**src/rtl/melody_sequencer.sv**
```systemverilog
// -----------------------------------------------------------------------------
// melody_sequencer
//   Plays a programmable melody for the sine/DAC tone path. A writable table
//   holds {pitch code, duration} pairs; durations count fs sample ticks. For
//   each note the block drives the sine clock-generator divider (tone_maxval)
//   and a tone enable, then inserts a silent articulation gap before the next
//   note. Playback can be started, stopped and looped from the top level.
//
// Ports
//   clk          system clock
//   reset        asynchronous, active-high reset
//   sample_tick  one-cycle strobe at fs
//   wr_en        table write strobe
//   wr_addr      table write address
//   wr_pitch     pitch code: 0=A 1=Dhigh 2=C 3=B 4=G 5=Fis 6=E 7=D, 8-15=rest
//   wr_dur       note duration in ticks (0 plays as 1)
//   last_idx     index of last note, sampled at start and at every wrap
//   start        pulse, begins playback at index 0 when idle
//   stop         pulse, aborts playback (beats start)
//   loop         level, wrap to index 0 after the last note instead of ending
//   busy         high while loading, playing or in a gap
//   tone_en      high while playing a non-rest note
//   tone_maxval  divider value for the current pitch, 0 for a rest
//   note_idx     index of the current note
//   done         one-cycle pulse when a non-looping melody completes
// -----------------------------------------------------------------------------
module melody_sequencer #(
    parameter int AW    = 5,
    parameter int DUR_W = 13,
    parameter int DIV_W = 5,
    parameter int GAP   = 80
) (
    input  logic             clk,
    input  logic             reset,
    input  logic             sample_tick,
    input  logic             wr_en,
    input  logic [AW-1:0]    wr_addr,
    input  logic [3:0]       wr_pitch,
    input  logic [DUR_W-1:0] wr_dur,
    input  logic [AW-1:0]    last_idx,
    input  logic             start,
    input  logic             stop,
    input  logic             loop,
    output logic             busy,
    output logic             tone_en,
    output logic [DIV_W-1:0] tone_maxval,
    output logic [AW-1:0]    note_idx,
    output logic             done
);

    localparam int DEPTH      = 2 ** AW;
    localparam int GAP_LAST_I = (GAP > 0) ? GAP - 1 : 0;
    localparam logic [DUR_W-1:0] GAP_LAST = DUR_W'(GAP_LAST_I);
    localparam logic [DUR_W-1:0] DUR_ONE  = {{(DUR_W-1){1'b0}}, 1'b1};
    localparam logic [AW-1:0]    IDX_ONE  = {{(AW-1){1'b0}}, 1'b1};

    typedef enum logic [1:0] {
        ST_IDLE = 2'd0,
        ST_LOAD = 2'd1,
        ST_PLAY = 2'd2,
        ST_GAP  = 2'd3
    } state_t;

    // Divider value that makes the sine clkgen produce the requested pitch.
    function automatic logic [DIV_W-1:0] pitch_to_div(input logic [3:0] pitch);
        logic [4:0] div;
        case (pitch)
            4'd0:    div = 5'd18;
            4'd1:    div = 5'd13;
            4'd2:    div = 5'd15;
            4'd3:    div = 5'd16;
            4'd4:    div = 5'd20;
            4'd5:    div = 5'd21;
            4'd6:    div = 5'd24;
            4'd7:    div = 5'd27;
            default: div = 5'd0;
        endcase
        return DIV_W'(div);
    endfunction

    logic [DUR_W+3:0] table_r [DEPTH];

    state_t           state_r,   state_s;
    logic [AW-1:0]    idx_r,     idx_s;
    logic [AW-1:0]    last_r,    last_s;
    logic [DUR_W-1:0] dur_r,     dur_s;
    logic [DUR_W-1:0] cnt_r,     cnt_s;
    logic             busy_r,    busy_s;
    logic             tone_en_r, tone_en_s;
    logic [DIV_W-1:0] maxval_r,  maxval_s;
    logic             done_r,    done_s;

    logic [DUR_W+3:0] rd_entry_s;
    logic [3:0]       rd_pitch_s;
    logic [DUR_W-1:0] rd_dur_s;
    logic [DUR_W-1:0] dur_last_s;
    logic             adv_s;

    // Table read is combinational from the registered index, so a write to the
    // same address on the LOAD edge is seen only by the next read.
    assign rd_entry_s = table_r[idx_r];
    assign rd_pitch_s = rd_entry_s[DUR_W+3:DUR_W];
    assign rd_dur_s   = rd_entry_s[DUR_W-1:0];

    // Note table storage; contents deliberately survive reset.
    always_ff @(posedge clk) begin
        if (wr_en) begin
            table_r[wr_addr] <= {wr_pitch, wr_dur};
        end
    end

    // Next-state, counter and output decode for the sequencer FSM.
    always_comb begin
        state_s   = state_r;
        idx_s     = idx_r;
        last_s    = last_r;
        dur_s     = dur_r;
        cnt_s     = cnt_r;
        tone_en_s = tone_en_r;
        maxval_s  = maxval_r;
        done_s    = 1'b0;
        adv_s     = 1'b0;

        // A zero duration plays as a single tick.
        if (dur_r == {DUR_W{1'b0}}) begin
            dur_last_s = {DUR_W{1'b0}};
        end else begin
            dur_last_s = dur_r - DUR_ONE;
        end

        if (stop) begin
            state_s   = ST_IDLE;
            idx_s     = {AW{1'b0}};
            cnt_s     = {DUR_W{1'b0}};
            tone_en_s = 1'b0;
            maxval_s  = {DIV_W{1'b0}};
        end else begin
            case (state_r)
                ST_IDLE: begin
                    tone_en_s = 1'b0;
                    maxval_s  = {DIV_W{1'b0}};
                    idx_s     = {AW{1'b0}};
                    if (start) begin
                        state_s = ST_LOAD;
                        last_s  = last_idx;
                        cnt_s   = {DUR_W{1'b0}};
                    end else begin
                        state_s = ST_IDLE;
                    end
                end
                ST_LOAD: begin
                    dur_s     = rd_dur_s;
                    maxval_s  = pitch_to_div(rd_pitch_s);
                    tone_en_s = ~rd_pitch_s[3];
                    cnt_s     = {DUR_W{1'b0}};
                    state_s   = ST_PLAY;
                end
                ST_PLAY: begin
                    if (sample_tick) begin
                        if (cnt_r == dur_last_s) begin
                            tone_en_s = 1'b0;
                            cnt_s     = {DUR_W{1'b0}};
                            if (GAP > 0) begin
                                state_s = ST_GAP;
                            end else begin
                                adv_s = 1'b1;
                            end
                        end else begin
                            cnt_s = cnt_r + DUR_ONE;
                        end
                    end else begin
                        cnt_s = cnt_r;
                    end
                end
                ST_GAP: begin
                    tone_en_s = 1'b0;
                    if (sample_tick) begin
                        if (cnt_r == GAP_LAST) begin
                            cnt_s = {DUR_W{1'b0}};
                            adv_s = 1'b1;
                        end else begin
                            cnt_s = cnt_r + DUR_ONE;
                        end
                    end else begin
                        cnt_s = cnt_r;
                    end
                end
                default: begin
                    state_s = ST_IDLE;
                end
            endcase

            // End of a note (after its gap): next note, wrap, or finish.
            if (adv_s) begin
                if (idx_r < last_r) begin
                    idx_s   = idx_r + IDX_ONE;
                    state_s = ST_LOAD;
                end else if (loop) begin
                    idx_s   = {AW{1'b0}};
                    last_s  = last_idx;
                    state_s = ST_LOAD;
                end else begin
                    idx_s    = {AW{1'b0}};
                    maxval_s = {DIV_W{1'b0}};
                    done_s   = 1'b1;
                    state_s  = ST_IDLE;
                end
            end else begin
                done_s = 1'b0;
            end
        end

        busy_s = (state_s != ST_IDLE);
    end

    // State, counters and registered outputs.
    always_ff @(posedge clk or posedge reset) begin
        if (reset) begin
            state_r   <= ST_IDLE;
            idx_r     <= {AW{1'b0}};
            last_r    <= {AW{1'b0}};
            dur_r     <= {DUR_W{1'b0}};
            cnt_r     <= {DUR_W{1'b0}};
            busy_r    <= 1'b0;
            tone_en_r <= 1'b0;
            maxval_r  <= {DIV_W{1'b0}};
            done_r    <= 1'b0;
        end else begin
            state_r   <= state_s;
            idx_r     <= idx_s;
            last_r    <= last_s;
            dur_r     <= dur_s;
            cnt_r     <= cnt_s;
            busy_r    <= busy_s;
            tone_en_r <= tone_en_s;
            maxval_r  <= maxval_s;
            done_r    <= done_s;
        end
    end

    assign busy        = busy_r;
    assign tone_en     = tone_en_r;
    assign tone_maxval = maxval_r;
    assign note_idx    = idx_r;
    assign done        = done_r;

endmodule

```
**config.mk**
```make
export PLATFORM = sky130hd
export DESIGN_NAME = melody_sequencer
export DESIGN_NICKNAME = d
export VERILOG_FILES = /design/src/rtl/melody_sequencer.sv
export SDC_FILE = /design/constraint.sdc
export NUM_CORES = 1
export LEC_CHECK = 0
export ABC_AREA = 0
export CORE_MARGIN = 4
export CORE_UTILIZATION = 35
export CTS_BUF_LIST = sky130_fd_sc_hd__clkbuf_8
export CTS_CLUSTER_DIAMETER = 80
export DETAILED_ROUTE_END_ITERATION = 10
export SYNTH_ARGS = -nofsm -noshare
export SYNTH_HDL_FRONTEND = slang
export SYNTH_SLANG_ARGS = --single-unit
```
**constraint.sdc**
```tcl
create_clock -name clk -period 2.7 [get_ports clk]
set_input_delay 0.27 -clock clk [delete_from_list [all_inputs] [get_ports clk]]
set_output_delay 0.27 -clock clk [all_outputs]
set_load 0.02 [all_outputs]
```
; ---- After elaboration in Yosys (flattened, before gate mapping)
; Memory sizes are Yosys's and may differ from the RTL's.
; Cells that the tools add are included.
; W data, S select, Z words.
[op_classes]
add_sub_neg = 3
eq_ne = 9
reduce_logical = 8
magnitude_cmp = 1
n_bitwise = 2
mux = 45
[op_table]
columns = operator, n
row1 = $mux W13, 7
row2 = $mux W5, 14
row3 = $pmux W13 S4, 1
row4 = $mux W1, 16
row5 = $add A13 B1 Y13 const B, 1
row6 = $eq A13 B13 Y1, 1
row7 = $eq A13 B7 Y1 const B, 1
row8 = $logic_not A13 Y1, 1
row9 = $sub A13 B1 Y13 const B, 1
row10 = $ne A3 B3 Y1 const B, 4
row11 = $pmux W5 S2, 1
row12 = $mux W2, 4
row13 = $pmux W2 S3, 1
row14 = $add A5 B1 Y5 const B, 1
row15 = $lt A5 B5 Y1, 1
row16 = $eq A2 B2 Y1 const B, 2
row17 = $reduce_and A2 Y1, 2
row18 = $pmux W1 S3, 1
row19 = $reduce_and A3 Y1, 1
row20 = $reduce_bool A3 Y1, 1
row21 = $eq A2 B1 Y1 const B, 1
row22 = $logic_not A2 Y1, 1
row23 = $not A1 Y1, 2
row24 = $reduce_bool A2 Y1, 1
row25 = $reduce_or A2 Y1, 1
[word_totals]
out_inout_bits = 13
rom_bits = 40
mem_count = 2
word_cells = 79
mem_bits_rw = 544
register_bits = 46
inputBits = 34
[memory_table]
columns = memory, depth, width, rd, rd_clocked_by_memory_dff, wr, line
row1 = table_r, 32, 17, 1, 0, 1, 81  ; logic [DUR_W+3:0] table_r [DEPTH];
row2 = (no name shown), 8, 5, 1, 0, 0, 67  ; case (pitch)

; ---- Longest topological paths before layout
[logic_depth]
word_depth = 9
mapped_depth = 11
depth_no_buf = 10

; ---- Least setup slack after synthesis
; OpenSTA, ideal clock, no wires.
[synth_timing]
path_type = register to register
startpoint = register idx_r[0] (netlist: note_idx[0])
endpoint = register maxval_r[0] (netlist: tone_maxval[0])
t_arrival_ps = 3071
path_stages_with_launch = 11
path_slack_ps = -497
synth_period_minus_slack_ps = 3197
required_time_ps = 2574
setup_ps = 126
n_path_buf = 3
cell_sequence = dfrtp_1 -> buf_2 -> buf_2 -> buf_2 -> mux4_2 -> mux4_2 -> mux2_2 -> ha_1 -> nand2b_1 -> nand2_1 -> o21ai_0
[synth_via]
elab_chain_len = 8
word_cells_on_any_way = 9
cone_classes = order compare (1) / mux (6) / memory (2)
[synth_rtl]
columns = item, line
row1 = from (decl), 84  ; logic [AW-1:0] idx_r, idx_s;
row2 = from (signal assigned), 220  ; idx_r <= {AW{1'b0}};
row3 = from (signal assigned), 230  ; idx_r <= idx_s;
row4 = $mem_v2 Z32 W17, --
row5 = $mem_v2 Z8 W5, --
row6 = $mux W5, 67
row7 = $pmux W5 S2, 138  ; case (state_r)
row8 = $mux W5, 198  ; end else if (loop) begin
row9 = $mux W5, 195  ; if (idx_r < last_r) begin
row10 = $mux W5 (*), 194  ; if (adv_s) begin
row11 = $mux W5 (*), 131  ; if (stop) begin
row12 = net maxval_s[0], 90  ; logic [DIV_W-1:0] maxval_r, maxval_s;
row13 = to (signal assigned), 226  ; maxval_r <= {DIV_W{1'b0}};
row14 = to (signal assigned), 236  ; maxval_r <= maxval_s;
row15 = to (decl), 90
; The timed path passes the listed nets; every way through them passes the cells marked *.
; A chain may end at the register's enable or synchronous reset.

; ---- Final worst setup path
[layout_timing]
startpoint = register dur_r[0]
endpoint = register cnt_r[0]
[layout_via]
elab_chain_len = 7
word_cells_on_any_way = 8
cone_classes = add/sub (1) / eq/ne (1) / mux (5) / reduce/logical (1)
[layout_rtl]
columns = item, line
row1 = from (decl), 86  ; logic [DUR_W-1:0] dur_r, dur_s;
row2 = from (signal assigned), 222  ; dur_r <= {DUR_W{1'b0}};
row3 = from (signal assigned), 232  ; dur_r <= dur_s;
row4 = $sub A13 B1 Y13 or $logic_not A13 Y1 (tied branches), "128, 125"
row5 = $mux W13 (*), 125  ; if (dur_r == {DUR_W{1'b0}}) begin
row6 = $eq A13 B13 Y1 (*), 160  ; if (cnt_r == dur_last_s) begin
row7 = $mux W13 (*), 160
row8 = $mux W13 (*), 159  ; if (sample_tick) begin
row9 = $pmux W13 S4 (*), 138
row10 = $mux W13 (*), 131
row11 = to (signal assigned), 223  ; cnt_r <= {DUR_W{1'b0}};
row12 = to (signal assigned), 233  ; cnt_r <= cnt_s;
row13 = to (decl), 87  ; logic [DUR_W-1:0] cnt_r, cnt_s;
; Every way passes the cells marked *; elsewhere a longest branch is shown, timed or not. The select of a mux whose other input is x is not followed.

==> flow_summary.rst <==
.. list-table::
   :header-rows: 1

   * - Metric
     - Value
   * - Most area-consuming cells after synthesis
     - sky130_fd_sc_hd__edfxtp_1 (69%), sky130_fd_sc_hd__mux4_2 (16%), sky130_fd_sc_hd__dfrtp_1 (4.9%)
   * - Power spent charging and discharging nets
     - 0.00406 W
   * - Worst path slowest cell
     - sky130_fd_sc_hd__or4_4
   * - Height of the die
     - 268 um
   * - Count of clock tree sinks
     - 590
   * - Slack of the critical path
     - -237 ps
   * - Minimum period implied by the final worst setup slack
     - 2940 ps
   * - Worst skew pair latency
     - 680 ps
   * - Power density normalized to cell area
     - 631 nW/um^2
   * - Internal Power
     - 0.0140 W
   * - Proportion of power drawn by combinational gates
     - 5.9%
   * - Core area
     - 66,300 sq um
   * - Synthesized area per cell
     - 20.5 sq um
   * - Cell type contributing the most total cell area after synthesis
     - sky130_fd_sc_hd__edfxtp_1
   * - Number of port buffers
     - 46
   * - DRT antenna net count
     - 0
   * - Global-route congestion overflow total
     - 0
   * - Die outline area
     - 71,700 sq um
   * - Synthesis-stage register bit count
     - 590
   * - Setup repair after global routing missed its margin
     - yes
   * - CTS Buffer Depth
     - 3
   * - Maximum number of pins on one net before global-route repair
     - 70
   * - Cell count after placement
     - 2,166
   * - Count of unresolved DRC violations after routing
     - 0
   * - GR Util All Layers
     - 15.7%
   * - Type of origin of the critical path
     - flip-flop
   * - Number of standard cells in the final layout excluding fillers
     - 2,352
   * - Routability congestion estimate from global placement
     - 0.808
   * - Die X
     - 268 um
   * - Most frequent cell after synthesis
     - sky130_fd_sc_hd__edfxtp_1
   * - Clock skew
     - 43.1 ps
   * - Global-route wire length before repair
     - 83,200 um
   * - Synthesized instance count
     - 1,150
   * - Crit path required time
     - 3270 ps
   * - Via count of the first global-routing pass
     - 12,700
   * - Max rail drop VDD
     - 0.318 mV
   * - Post-synth top flop
     - sky130_fd_sc_hd__edfxtp_1
   * - Violations in the final reports
     - setup timing
   * - Sum of internal, switching and leakage power
     - 0.0181 W
   * - Number of maximum-capacitance constraint violations
     - 0
   * - Buffer cell driving the clock tree root
     - sky130_fd_sc_hd__clkbuf_8
   * - Starting density of the core
     - 35.6%
   * - Aggregate routed wire length
     - 56,300 um
   * - Critical-path cell list
     - inv_2 -> ha_4 -> or3b_4 -> or4_4 -> nand3_2 -> o2111ai_2 -> a2111o_1 -> nor3_4 -> buf_6 -> nor3_4 -> mux2_2
   * - Total via count after detailed routing
     - 12,300
   * - TritonCTS clock tree
     - built
   * - Setup slack at placement
     - -296 ps
   * - CTS H-tree lvls
     - 3
   * - Largest incremental delay on the critical path
     - 480 ps
   * - Worst Setup End Kind
     - flip-flop
   * - Layout cell share with drive strength beyond 1
     - 36.9%
   * - Count of distinct cell types in the synthesized netlist
     - 56
   * - Tightest slew margin relative to the limit
     - 28.1%
   * - Crit share post-route
     - 109%
   * - Number of antenna violations at the first check in global routing
     - 1
   * - Synthesized area
     - 23,600 sq um
   * - Max Freq
     - 0.340 GHz
   * - Count of final setup violators
     - 15
   * - Post-synth EDFFs
     - 544
   * - CP delay by family, top
     - simple AND/OR/NAND/NOR gates
   * - Average wire per cell in the routed design
     - 23.9 um
   * - Transition time at the pin with the least slew margin
     - 1080 ps
   * - I/O pin count
     - 47
   * - Sequential power share
     - 56.9%
   * - Sw frac
     - 22.5%
   * - Leakage power total
     - 9.33 nW
   * - Inserted Clock Buffers
     - 95
   * - Area share of the largest cell type after synthesis
     - 69.2%
   * - WP buf/inv
     - 2
   * - Setup_tns
     - -1940 ps
   * - List of most frequent post-synthesis cells
     - sky130_fd_sc_hd__edfxtp_1 (544), sky130_fd_sc_hd__mux4_2 (170), sky130_fd_sc_hd__nor2_1 (69)
   * - Number of hold violations in the final report
     - 0
   * - Clock input transition at the sequential cells of the worst setup and hold paths
     - 60 ps
   * - Outcome
     - finished with violations
   * - Detailed Place HPWL
     - 34,200 um
   * - Sequential element share of the synthesized area
     - 74.0%
   * - Clock network fraction of total power
     - 37.2%
   * - Worst EP arrival
     - 3510 ps
   * - Post-Syn Nets
     - 1,192
   * - Drt first pass iters
     - 5
   * - Yosys warning count
     - 0
   * - Largest driver fanout on the critical path
     - 6
   * - Via count normalized by instance count
     - 5.24
   * - Number of DRC violations after detailed-routing iteration 0
     - 1,104
   * - Final Max Tran Viols
     - 0
   * - Worst min-delay path class
     - input port to flip-flop
   * - Critical path class
     - flip-flop to flip-flop
   * - Top cell by count, worst path
     - sky130_fd_sc_hd__nor3_4
   * - Area Overhead vs Synth
     - 21.2%
   * - Total number of placement rows
     - 94
   * - Async set or reset register ratio after synthesis
     - 7.80%
   * - NumNets Final
     - 1,460
-- area by class of cell --
type / count / area [sq um]
Tap cell: 864 / 1080
Timing Repair Buffer: 229 / 2230
Fill cell: 5846 / 37700
Clock inverter: 69 / 318
Multi-Input combinational cell: 483 / 6090
Sequential cell: 590 / 17500
Antenna cell: 1 / 2.50
Inverter: 19 / 71.3
Clock buffer: 97 / 1340
-- routing by layer --
| metal | vias up | track usage (%) | part of all wire (%) |
|---|---|---|---|
| met5 | - | 0 | 0 |
| met4 | 0 | 3.71 | 1.6 |
| met3 | 74 | 3.31 | 6.5 |
| met2 | 413 | 25.0 | 48 |
| met1 | 6513 | 22.6 | 44 |
| li1 | 5332 | - | - |
-- cell usage in the layout, fill, tap and decap left out, types with 4 or more instances in the layout --
cell type / n
sky130_fd_sc_hd__and3_1: 6
sky130_fd_sc_hd__nor2_2: 35
sky130_fd_sc_hd__dfrtp_1: 40
sky130_fd_sc_hd__o21ai_0: 14
sky130_fd_sc_hd__o31ai_1: 7
sky130_fd_sc_hd__dfrtp_2: 4
sky130_fd_sc_hd__nand4_1: 4
sky130_fd_sc_hd__xor2_1: 4
sky130_fd_sc_hd__nand2_1: 20
sky130_fd_sc_hd__nand3b_1: 5
sky130_fd_sc_hd__a21o_1: 4
sky130_fd_sc_hd__clkdlybuf4s50_1: 45
sky130_fd_sc_hd__buf_6: 6
sky130_fd_sc_hd__nor2b_1: 8
sky130_fd_sc_hd__buf_4: 150
sky130_fd_sc_hd__mux2i_1: 19
sky130_fd_sc_hd__clkbuf_8: 97
sky130_fd_sc_hd__buf_12: 17
sky130_fd_sc_hd__nor4_1: 4
sky130_fd_sc_hd__nand2b_1: 5
sky130_fd_sc_hd__a22o_1: 6
sky130_fd_sc_hd__nand3_1: 9
sky130_fd_sc_hd__nor3_1: 12
sky130_fd_sc_hd__clkbuf_16: 4
sky130_fd_sc_hd__mux2_2: 6
sky130_fd_sc_hd__or3_1: 5
sky130_fd_sc_hd__a21oi_1: 20
sky130_fd_sc_hd__clkinv_1: 17
sky130_fd_sc_hd__or2_2: 7
sky130_fd_sc_hd__mux4_2: 170
sky130_fd_sc_hd__inv_1: 59
sky130_fd_sc_hd__ha_1: 6
sky130_fd_sc_hd__nor2_1: 34
sky130_fd_sc_hd__edfxtp_1: 544
sky130_fd_sc_hd__o21ai_1: 4
-- worst paths after layout --
check / from / end / slack [ps] / cells after the start
worst max-delay path: dur_r[0]$_DFFE_PP0P_ / cnt_r[0]$_DFFE_PP0P_ / -240 / 11
worst max register to register: dur_r[0]$_DFFE_PP0P_ / cnt_r[0]$_DFFE_PP0P_ / -240 / 11
worst min register to register: tone_maxval[4]$_DFF_PP0_ / tone_maxval[4]$_DFF_PP0_ / 500 / 2
worst min-delay path: last_idx[3] / last_r[3]$_DFFE_PP0N_ / 200 / 2
min in group asynchronous: reset / last_r[3]$_DFFE_PP0N_ / 460 / 3
max in group asynchronous: reset / note_idx[0]$_DFFE_PP0P_ / 1580 / 4
-- what timing repair did --
item,in CTS,in global routing
hold endpoints to repair,17,0
setup buffers,2,13
hold buffers,1,0
gates cloned,2,4
setup endpoints to repair,23,31
resized for setup,14,26
pin swaps,2,8
-- per-stage QoR --
step	util [%]	hold WS, ps	instance area [sq um]
finish	43.2	203	28600
global route	43.2	159	28600
CTS	42.8	145	28400
detailed placement	40.1	491	26600
global placement	40.1	474	26600
floorplan	-	343	23800
-- sequential cells by signal, summed over array words and instances (netlist names) --
signal       cells
done             1
state_r          2
cnt_r           13
dur_r           13
table_r        544
last_r           5
tone_en          1
note_idx         5
busy             1
tone_maxval      5
-- power by group through the flow --
stage / clock network (W) / logic, W / registers [W]
floorplan: 0 / 0.000448 / 0.0105
detailed placement: 0 / 0.00104 / 0.0105
global placement: 0 / 0.00102 / 0.0104
CTS: 0.00694 / 0.00105 / 0.0103
finish: 0.00672 / 0.00107 / 0.0103
global route: 0.00736 / 0.00118 / 0.0103
-- cell families after synthesis --
logic type / after synthesis / share of synthesized area [%]
buf+inv: 77 / 1.31
fa+ha+maj: 8 / 0.424
simple gates: 183 / 3.91
mux: 201 / 17.6
xor+xnor: 8 / 0.355
compound gates: 83 / 2.41
flops: 590 / 74.0
No activity file was read; power rests on OpenSTA's default activity.
==> RTL edit (same flow settings) <==
`GAP`: 80 -> 60.
--- a/src/rtl/melody_sequencer.sv
+++ b/src/rtl/melody_sequencer.sv
@@ -28,7 +28,7 @@
     parameter int AW    = 5,
     parameter int DUR_W = 13,
     parameter int DIV_W = 5,
-    parameter int GAP   = 80
+    parameter int GAP   = 60
 ) (
     input  logic             clk,
     input  logic             reset,
Function: no difference found for any inputs over 4 cycles, from zero or initial values and one cycle with reset high; that may be too few to reach the edited logic, so the function may still have changed.
==> RTL edit against the original RTL <==
The flow still finishes with violations (negative setup slack). Global-route usage rose by 0.67 points. Power rose by 1.8%. Synthesized area rose by 0.23%. Critical path depth fell by 2. Worst setup slack improved by 0.15 ns. Wire length rose by 4.7%. Sequential cell count did not move. First-iteration DRC count rose by 21%. Core utilization fell by 0.42 points. Design area rose by 0.26%. Largest cell class unchanged. Highest routed layer unchanged.
==> RTL edit: results (changes against the original RTL) <==
| Metric | Value |
|---|---|
| Endpoints failing setup | 10 (was 15) |
| VDD IR max | 0.322 mV (was 0.318 mV) |
| Syn avg cell area | 20.5 µm² (about the same) |
| Failing checks | negative setup slack (unchanged) |
| Main area contributors after synthesis | edfxtp_1 (69%), mux4_2 (16%), dfrtp_1 (4.9%) (unchanged) |
| DP HPWL | 33500 µm (was 34200 µm) |
| Clock slew at reported path FFs | 0.06 ns (about the same) |
| CP Class | register to register (unchanged) |
| Worst Path Max Fanout | 7 (was 6) |
| CTS buffer count | 95 (unchanged) |
| Root Buffer | clkbuf_8 (unchanged) |
| Gp weighted congestion | 0.807 (was 0.808) |
| 1st-pass router iterations | 5 (unchanged) |
| Port Buf Inserts | 46 (unchanged) |
| Worst path arrival time | 3.37 ns (was 3.51 ns) |
| Setup skew after layout | 0.0292 ns (was 0.0431 ns) |
| Hold path start | last_idx[3] (unchanged) |
| Rel. slew slack | 34.3% (was 28.1%) |
| Latest clock arrival within the worst-skew pair | ~0.67 ns |
| Pin count of the biggest net entering global routing | 49 (was 70) |
| P_sw | 4.23 mW (was 4.06 mW) |
| Area of placed instances | 0.0264 mm² (was 0.0266 mm²) |
| Worst hold path class | primary input to register (unchanged) |
| Clk buf depth | 3 (unchanged) |
| First-pass GRT wire length | 86000 µm (was 83200 µm) |
| Number of synthesized flops with an enable pin | 544 (unchanged) |
| Vias per Instance | 5.36 (was 5.24) |
| Sequential share of the synthesized area | 73.9% (was 74.0%) |
| Status | finished, violations left (unchanged) |
| Fraction of layout cells with a size suffix above 1 | 35.8% (was 36.9%) |
| Final min period | 2.79 ns (was 2.94 ns) |
| Post-synth ARST share | 7.80% (unchanged) |
| Final-stage net count | 1438 (was 1460) |
| Vias in the first global route | 13100 (was 12700) |
| Worst reg2reg startpoint | note_idx[0] (was dur_r[0]) |
| Footprint of the multi-input gates | 0.00615 mm² (was 0.00609 mm²) |
| H-tree Lvls | 3 (unchanged) |
| Gr usage total | 16.4% (was 15.7%) |
| Cells after DPL | 2150 (was 2166) |
| Post-route setup slack | -0.0867 ns (was -0.237 ns) |
| Mapped Nets | 1199 (was 1192) |
| Post-synth top cells | edfxtp_1 (544), mux4_2 (170), nor2_1 (69) (unchanged) |
| Hold slack | 0.189 ns (was 0.203 ns) |
| Drt first-iter violations | 1341 (was 1104) |
| Drt total wl | 58900 µm (was 56300 µm) |
| Regs by FF count | table_r (544), cnt_r (13), dur_r (13) (unchanged) |
| Initial antenna violation count | 1 (unchanged) |
| Number of distinct library cells after synthesis | 68 (was 56) |
| Leakage power | 9.21 nW (was 9.33 nW) |
| Non-Filler Instances | 2336 (was 2352) |
| Post-place setup slack | -0.437 ns (was -0.296 ns) |
| Fill cell total of the finished layout | 5766 (was 5846) |
| Synth Flop Type | edfxtp_1 (unchanged) |
| YS warnings | 0 (unchanged) |
-- RTL edit: cell count changes in the layout (fill, tap and decap cells not counted), moves of 7 or more --
cell	delta
nand3_1	+11
buf_4	-43
mux2i_1	-8
a21oi_2	+7
nand2_1	+7
buf_12	+13
-- RTL edit: final timing paths --
kind	to	cells after the start
worst max register to register	tone_maxval[2]	9
worst max-delay path	tone_maxval[2]	9
max in group asynchronous	cnt_r[10]	4
worst min-delay path	last_r[3]	3
worst min register to register	last_r[0]	1
min in group asynchronous	done	3
-- RTL edit: stage by stage --
step / TNS [ns] / power, mW
2_1_floorplan: -0.262 / 11.1
3_3_place_gp: -3.52 / 11.7
3_5_place_dp: -4.92 / 11.7
4_1_cts: -0.315 / 18.5
5_1_grt: -2.45 / 19.2
6_report: -0.412 / 18.4
-- RTL edit: final cells by class --
type	count	share of cell area, %
clock inverters	66	1.10
clock buffers	97	4.65
flip-flops and latches	590	60.9
diodes	1	0.00872
multi-input cells	491	21.4
repair buffers	202	7.85
well taps	873	3.80
inverters	16	0.218
-- RTL edit: timing repair --
action,in CTS,in global routing
buffers inserted,10,4
gates resized for setup,34,38
hold endpoints to repair,17,0
cloned,5,3
endpoints found under the setup margin,27,31
pin swaps,4,13
hold buffers,1,0
-- RTL edit: logic make-up (layout without fill, tap and decap cells) --
logic type / Yosys count / after routing / share of synthesized area [%]
flops: 590 / 590 / 73.9
other cells: 0 / 1 / 0
mux: 196 / 196 / 17.3
compound gates: 80 / 81 / 2.30
buf+inv: 77 / 381 / 1.37
xor+xnor: 13 / 13 / 0.481
fa+ha+maj: 8 / 8 / 0.423
simple gates: 193 / 193 / 4.26
-- RTL edit: per-layer routing --
| metal | wire length [µm] | global-route usage [%] | share of wire (%) |
|---|---|---|---|
| met1 | 26400 | 24.1 | 45 |
| met2 | 27800 | 25.6 | 47 |
| met3 | 3720 | 3.19 | 6.3 |
| met4 | 1000 | 3.91 | 1.7 |
| met5 | 0 | 0 | 0 |
-- RTL edit: power groups by stage --
stage / registers (mW) / clock network [mW] / logic [mW]
after floorplan: 10.5 / 0 / 0.632
after global placement: 10.5 / 0 / 1.19
after detailed placement: 10.5 / 0 / 1.22
after CTS: 10.3 / 6.98 / 1.26
after global routing: 10.3 / 7.44 / 1.41
final: 10.3 / 6.81 / 1.28
-- RTL edit: worst max-delay path, cell delays in order (launching register included) --
cell and delay [ns]:
dfrtp_4 0.54, buf_12 0.17, mux4_2 0.51, mux4_2 0.51, mux2_2 0.32, ha_4 0.31, nand2_4 0.06, a21oi_2 0.12
a21oi_1 0.05, nor2_1 0.12
